[src/rtl/vec_mem_engine.sv]
// ============================================================================
// Module   : vec_mem_engine
// Purpose  : Vector load/store sequencer between the memory bus and the vector
//            register file. Optional macro VMEM_STRIDE_EN enables a latched
//            per-element address stride (otherwise the increment is fixed at 1).
// Revision : 1.0  initial release
// ============================================================================
`default_nettype none

module vec_mem_engine #(
  parameter int ELEMS = 16,
  parameter int EW    = 16,
  parameter int AW    = 16
) (
  input  logic                clk,
  input  logic                reset,
  input  logic                start,
  input  logic                op,
  input  logic [AW-1:0]       base,
  input  logic [AW-1:0]       stride,
  input  logic [ELEMS*EW-1:0] vec_in,
  output logic [ELEMS*EW-1:0] vec_out,
  output logic                vec_wr,
  output logic                busy,
  output logic                done,
  output logic                addr_wrap,
  output logic [AW-1:0]       addr,
  output logic                rd,
  output logic                wr,
  output logic [EW-1:0]       data_out,
  input  logic [EW-1:0]       data_in,
  input  logic                mem_ready
);

  localparam int IW = (ELEMS > 1) ? $clog2(ELEMS) : 1;

  localparam logic [1:0] S_IDLE = 2'd0;
  localparam logic [1:0] S_REQ  = 2'd1;
  localparam logic [1:0] S_WB   = 2'd2;
  localparam logic [1:0] S_DONE = 2'd3;

  logic [1:0]                state;
  logic [1:0]                state_nxt;
  logic                      op_q;
  logic [IW-1:0]             idx;
  logic [ELEMS-1:0][EW-1:0]  src_q;
  logic [ELEMS-1:0][EW-1:0]  load_buf;
  logic [ELEMS-1:0][EW-1:0]  load_full;
  logic [AW-1:0]             step;
  logic [AW:0]               addr_sum;
  logic                      accept;
  logic                      last;
  logic                      launch;

  assign launch   = (state == S_IDLE) && start;
  assign accept   = (state == S_REQ) && mem_ready;
  assign last     = (idx == IW'(ELEMS - 1));
  assign addr_sum = {1'b0, addr} + {1'b0, step};

`ifdef VMEM_STRIDE_EN
  logic [AW-1:0] stride_q;

  always_ff @(posedge clk or posedge reset) begin
    if (reset) begin
      stride_q <= '0;
    end else if (launch) begin
      stride_q <= stride;
    end
  end

  assign step = stride_q;
`else
  logic unused_stride;
  assign unused_stride = ^stride;
  assign step          = AW'(1);
`endif

  // Completed vector including the element arriving this cycle, so the final
  // accept can publish the whole vector without an extra cycle.
  always_comb begin
    load_full      = load_buf;
    load_full[idx] = data_in;
  end

  always_ff @(posedge clk or posedge reset) begin
    if (reset) begin
      state <= S_IDLE;
    end else begin
      state <= state_nxt;
    end
  end

  always_comb begin
    state_nxt = state;
    case (state)
      S_IDLE:  if (start) state_nxt = S_REQ;
      S_REQ:   if (mem_ready && last) state_nxt = op_q ? S_DONE : S_WB;
      S_WB:    state_nxt = S_DONE;
      S_DONE:  state_nxt = S_IDLE;
      default: state_nxt = S_IDLE;
    endcase
  end

  always_comb begin
    busy   = (state != S_IDLE);
    rd     = (state == S_REQ) && !op_q;
    wr     = (state == S_REQ) && op_q;
    vec_wr = (state == S_WB);
    done   = (state == S_DONE);
  end

  always_ff @(posedge clk or posedge reset) begin
    if (reset) begin
      op_q      <= 1'b0;
      idx       <= '0;
      src_q     <= '0;
      load_buf  <= '0;
      addr      <= '0;
      data_out  <= '0;
      vec_out   <= '0;
      addr_wrap <= 1'b0;
    end else if (launch) begin
      op_q      <= op;
      src_q     <= vec_in;
      idx       <= '0;
      addr      <= base;
      data_out  <= vec_in[EW-1:0];
      addr_wrap <= 1'b0;
    end else if (accept) begin
      if (!op_q) begin
        load_buf <= load_full;
      end
      if (last) begin
        if (!op_q) begin
          vec_out <= load_full;
        end
      end else begin
        idx      <= idx + 1'b1;
        addr     <= addr_sum[AW-1:0];
        data_out <= src_q[idx + 1'b1];
        if (addr_sum[AW]) begin
          addr_wrap <= 1'b1;
        end
      end
    end
  end

endmodule

`default_nettype wire

[config.mk]
export PLATFORM = sky130hd
export DESIGN_NAME = vec_mem_engine
export DESIGN_NICKNAME = d
export VERILOG_FILES = /design/src/rtl/vec_mem_engine.sv
export SDC_FILE = /design/constraint.sdc
export NUM_CORES = 2
export LEC_CHECK = 0
export CORE_ASPECT_RATIO = 0.6
export CORE_UTILIZATION = 30
export CTS_CLUSTER_DIAMETER = 100
export CTS_CLUSTER_SIZE = 8
export DETAILED_ROUTE_END_ITERATION = 6
export GPL_TIMING_DRIVEN = 0
export MAX_ROUTING_LAYER = met4
export PLACE_DENSITY = 0.57
export SETUP_SLACK_MARGIN = 0.02
export SLEW_MARGIN = 0
export SYNTH_ARGS = -nofsm -noshare
export SYNTH_HDL_FRONTEND = slang
export SYNTH_SLANG_ARGS = --single-unit
[constraint.sdc]
create_clock -name clk -period 66.8 [get_ports clk]
set_input_delay 6.68 -clock clk [delete_from_list [all_inputs] [get_ports clk]]
set_output_delay 6.68 -clock clk [all_outputs]
set_load 0.05 [all_outputs]
==> Word level (Yosys, flattened, before mapping) <==
Cells that the tools add are included.
{ "classes": {"addsub": 2, "n_eq_ne": 7, "muxes": 22, "bitwise": 2, "n_lt_le_gt_ge": 3, "n_reduce_logical": 16} }
{ "op_table": {"columns": ["operator", "count"], "rows": [
  ["$bwmux 256", 1],
  ["$mux 16", 8],
  ["$bmux 16 s4", 1],
  ["$demux 16 s4", 1],
  ["$add 16x1->17 const B", 1],
  ["$mux 4", 3],
  ["$lt 4x5->1 const B", 2],
  ["$pmux 2 s4", 1],
  ["$logic_and 1x1->1", 6],
  ["$reduce_and 3->1", 2],
  ["$reduce_bool 2->1", 3],
  ["$mux 1", 5],
  ["$add 4x1->4 const B", 1],
  ["$eq 2x2->1 const B", 2],
  ["$eq 4x4->1 const B", 1],
  ["$ge 4x1->1 const B", 1],
  ["$mux 2", 2],
  ["$ne 2x2->1 const B", 2],
  ["$reduce_and 2->1", 2],
  ["$reduce_and 4->1", 1],
  ["$eq 2x1->1 const B", 1],
  ["$logic_not 2->1", 1],
  ["$ne 2x1->1 const B", 1],
  ["$not 1->1", 2],
  ["$logic_not 1->1", 1]
]} }
{ "totals": {"inputBits": 309, "register_bits": 808, "elab_cells": 91} }

==> Logic depth before layout (Yosys ltp) <==
{ "logic_depth": {"depth_word": 6, "depth_mapped": 11, "ltp_nobuf": 7} }

==> Least setup slack after synthesis <==
OpenSTA, ideal clock, no wires.
{ "synth_path": {"path_type": "input -> register", "start": "in start", "end": "reg data_out[1]", "t_required_ps": 66733, "path_buffers": 2, "setup_slack_ps": 58602, "arrival_time_ps": 8131, "stages": 7, "path_cell_list": "and2_1 clkbuf_1 nor4_2 clkbuf_1 a22oi_1 a32oi_1 a221o_1"} }
{ "synth_via": {"elab_chain_cells": 3} }
{ "synth_rtl": {"columns": ["item", "line_no", "rtl"], "rows": [
  ["start: declaration", "17", "input logic start,"],
  ["$logic_and 1x1->1 *", "55", "assign launch = (state == S_IDLE) && start;"],
  ["$ne 2x1->1 (no source line) / $reduce_bool 2->1 (equally long branches)", null, null],
  ["$reduce_and 2->1 (no source line)", null, null],
  ["end signal: assignment", "127", "data_out <= vec_in[EW-1:0];"],
  ["end signal: assignment", "140", "data_out <= src_q[idx + 1'b1];"],
  ["end: declaration", "30", "output logic [EW-1:0] data_out,"]
]} }
Mark *: on every way between the ends. The rest lies on a longest branch, timed or not.
A chain may end at the register's enable or synchronous reset.

==> Worst setup path after layout <==
{ "layout_path": {"start": "reg state[1]", "end": "out rd"} }
{ "layout_via": {"elab_chain_cells": 2} }
{ "layout_rtl": {"columns": ["item", "line_no", "rtl"], "rows": [
  ["start: declaration", "42", "logic [1:0] state;"],
  ["start signal: assignment", "89", "state <= state_nxt;"],
  ["$eq 2x1->1", "106", "rd = (state == S_REQ) && !op_q;"],
  ["$logic_and 1x1->1", "106", null],
  ["end: declaration", "28", "output logic rd,"]
]} }
No other way between the ends.

==> results by group <==
Flow run
  • Max Cap Viol: 0

Worst setup path
  • Max FO, Critical Path: 4
  • Crit path DAT: 2.62 ns
  • Crit path cell chain: inv_1 -> ha_1 -> nor2b_1 -> clkdlybuf4s50_1
  • Reg2Reg Depth: 9
  • Worst reg-to-reg setup slack: 62.57 ns
  • Startpoint Class: register
  • Crit end category: output pin
  • Slowest CP cell: clkdlybuf4s50_1
  • Worst Path Required: 60.12 ns
  • Crit path buf inv count: 2
  • CP top delay family: buffers and inverters
  • Reg2reg end: data_out[6]$_DFFE_PP0P_
  • CP peak stage delay: 0.91 ns
  • WS Path Type: reg2out
  • RR Startpoint: idx[0]$_DFFE_PP0P_

Routing
  • WL/cell: 24.0 um
  • Antenna-violating nets left: 0
  • Post-Route WL: 125,000 um
  • DR iter-0 viols: 2,272
  • Drt pass-1 iters: 5
  • Vias per inst: 4.87
  • # DRC: 0
  • Vias: 25,400

Timing
  • Max-slew violation count: 0
  • Tmin final: 9.30 ns
  • Clock skew: 0.0351 ns
  • Fmax: 107 MHz
  • Worst hold slack: 0.430 ns
  • Hold Violations, Final: 0
  • Fin Setup TNS: 0 ns
  • Slew Limit Headroom: 12.9%
  • # setup viols final: 0
  • Worst Tran Pin Value: 1.31 ns
  • Fin crit share: 13.9%
  • Unrepaired setup endpoints after global routing: no

Floorplan
  • DIE HEIGHT: 257 um
  • # rows: 93
  • Initial Utilization: 30.2%
  • Die Width: 427 um
  • IO Count: 603
  • Core ar.: 107,000 um^2
  • Full die area: 110,000 um^2

Place
  • Number of I/O port buffers: 570
  • Placed Area: 40,100 um^2
  • Dpl hpwl: 93,400 um
  • Routability Congestion: 0.924

Cells and area
  • Most frequent cells in the layout: 1,520 x nand2_1, 792 x dfrtp_1, 570 x clkdlybuf4s50_1, 199 x mux2_2, 118 x clkbuf_1
  • Commonest non-fill, non-tap cell in the layout: nand2_1
  • Post-route design area: 43,100 um^2
  • Share of layout cells above drive strength 1: 12.4%
  • Final #Nets: 4,076
  • Fillers: 10,600
  • Area grow syn2layout: 32.8%

Clock tree
  • Clock transition at the registers of the reported paths: 0.05 ns
  • Worst skew pair latency: 0.73 ns
  • Post_cts resized: 0
  • Hold-fix buffers, CTS: 0
  • Clock Sinks: 792
  • CTS root buf: clkbuf_16
  • CTS Buffer Depth: 3
  • Post-CTS setup buffers: 0
  • H-tree Lvls: 3
  • CTS buffer count: 109
  • CTS tree: yes

Synth
  • Simple-Gate Fraction of Synth Area: 18.6%
  • Main combinational cell family by area after synthesis: simple AND/OR/NAND/NOR gates
  • Async set-reset flop share out of synthesis: 100%
  • Sequential cell area fraction in the yosys report: 61.1%
  • Number of synthesis warnings: 0
  • Post-Syn Area: 32,500 um^2
  • Synth Area in Adders: 0.386%
  • Syn_nets: 3,389
  • Synth cell types: 41
  • Post-synthesis mux area share: 14.3%
  • Post-synthesis xor/xnor area fraction: 0.613%
  • Synth Register Bits: 792
  • EDFF count, synth: 0
  • Cells after Synth: 3,070
  • Most used DFF post-synth: dfrtp_1
  • Mean area per synthesized cell: 10.6 um^2
  • Synth Area in Compound Gates: 2.36%

Power
  • Max IR drop VDD: 23.8 uV
  • Cell Int Power: 1.05 mW
  • Sw power: 0.576 mW
  • Sw Share: 35.4%
  • Pwr/cell area: 37.8 nW/um^2
  • Clock power share: 30.9%
  • Leakage power: 21.3 nW
  • Logic pwr share: 29.1%
  • Share of power burned in registers: 40.0%

Global routing
  • Vias in the first global route: 25,800
  • Total global-route track usage: 23.7%
  • Congestion Overflow GR: 0
  • First-pass GRT wire length: 180,000 um
  • Largest net degree at the start of global routing: 124
  • Initial antenna violation count: 33

Min path
  • Hold endpoint: vec_out[188]$_DFFE_PP0P_
  • Hold WC Path Type: reg2reg
  • Number of cells on the worst hold path: 2
  • Hold_sp: load_buf[188]$_DFFE_PP0P_

Run status
  • Status: finished clean
[Yosys cell counts, types with 6 or more instances]
cell,count,area (um^2)
nor2_1,9,33.8
buf_1,23,86.3
o21ai_0,60,300
mux2_2,199,2240
mux2_1,41,462
dfrtp_1,792,19800
mux2i_1,49,490
o21ai_1,7,35.0
ha_1,10,125
a32oi_1,15,131
clkbuf_1,118,443
xor2_1,9,78.8
xnor2_1,10,87.6
mux4_2,64,1440
buf_2,54,270
a22oi_1,16,120
nand3_1,6,30.0
nor3_1,6,30.0
inv_1,6,22.5
a221o_1,15,150
nand2_1,1520,5710
[logic make-up after synthesis]
family          Yosys count
simple gates           1571
flops                   792
mux                     353
buf+inv                 206
compound gates          117
xor+xnor                 21
fa+ha+maj                10
[worst max-delay path by stage]
stage | from | depth (start not counted) | endpoint
2_1_floorplan | reset | 1 | addr[0]$_DFFE_PP0P_
3_3_place_gp | reset | 2 | vec_out[161]$_DFFE_PP0P_
3_5_place_dp | start | 8 | src_q[44]$_DFFE_PP0P_
4_1_cts | state[1]$_DFFE_PP0P_ | 4 | rd
5_1_grt | state[1]$_DFFE_PP0P_ | 4 | rd
6_report | state[1]$_DFFE_PP0P_ | 4 | rd
[sequential cells by signal, summed over array words and instances, names as in the netlist]
register / cells
data_out: 16
load_buf: 240
src_q: 256
vec_out: 256
addr_wrap: 1
op_q: 1
idx: 4
state: 2
addr: 16
[power groups by stage]
stage | clock network [mW] | logic [mW] | registers [mW]
3_5_place_dp | 0 | 0.467 | 0.655
6_report | 0.503 | 0.474 | 0.651
3_3_place_gp | 0 | 0.459 | 0.656
4_1_cts | 0.515 | 0.469 | 0.650
5_1_grt | 0.535 | 0.510 | 0.663
2_1_floorplan | 0 | 0.256 | 0.666
[metal layers]
layer	routed length (um)	up-vias	global-route usage [%]
li1	-	11300	-
met2	53700	921	33.3
met1	56500	13000	32.4
met5	0	-	-
met4	4070	0	7.44
met3	10800	187	7.16
[per-stage QoR]
step | std cells | util (%) | power (mW) | setup WS (ns)
final | 5210 | 40.2 | 1.63 | 57.50
after global routing | 5202 | 40.2 | 1.71 | 57.41
after CTS | 5189 | 40.1 | 1.63 | 57.47
after detailed placement | 5071 | 37.4 | 1.12 | 56.86
after global placement | 5065 | 37.2 | 1.11 | 27.44
after floorplan | 3070 | - | 0.921 | 37.88
[worst min-delay path, cell delays in order (launching register included)]
cell and delay [ns]:
dfrtp_1 0.33, nand2_1 0.05, nand2_1 0.05
[layout make-up]
type,count,area [um^2],area share (%)
antenna,21,52.6,0.122
buffer,200,845,1.96
clock buffer,110,2740,6.36
clock inverter,8,195,0.453
inverter,6,30.0,0.0697
multi-input combinational,2072,11800,27.3
sequential,792,19800,46.0
tap,1425,1780,4.14
timing repair buffer,576,5870,13.6
(Power assumes the default switching activity.)
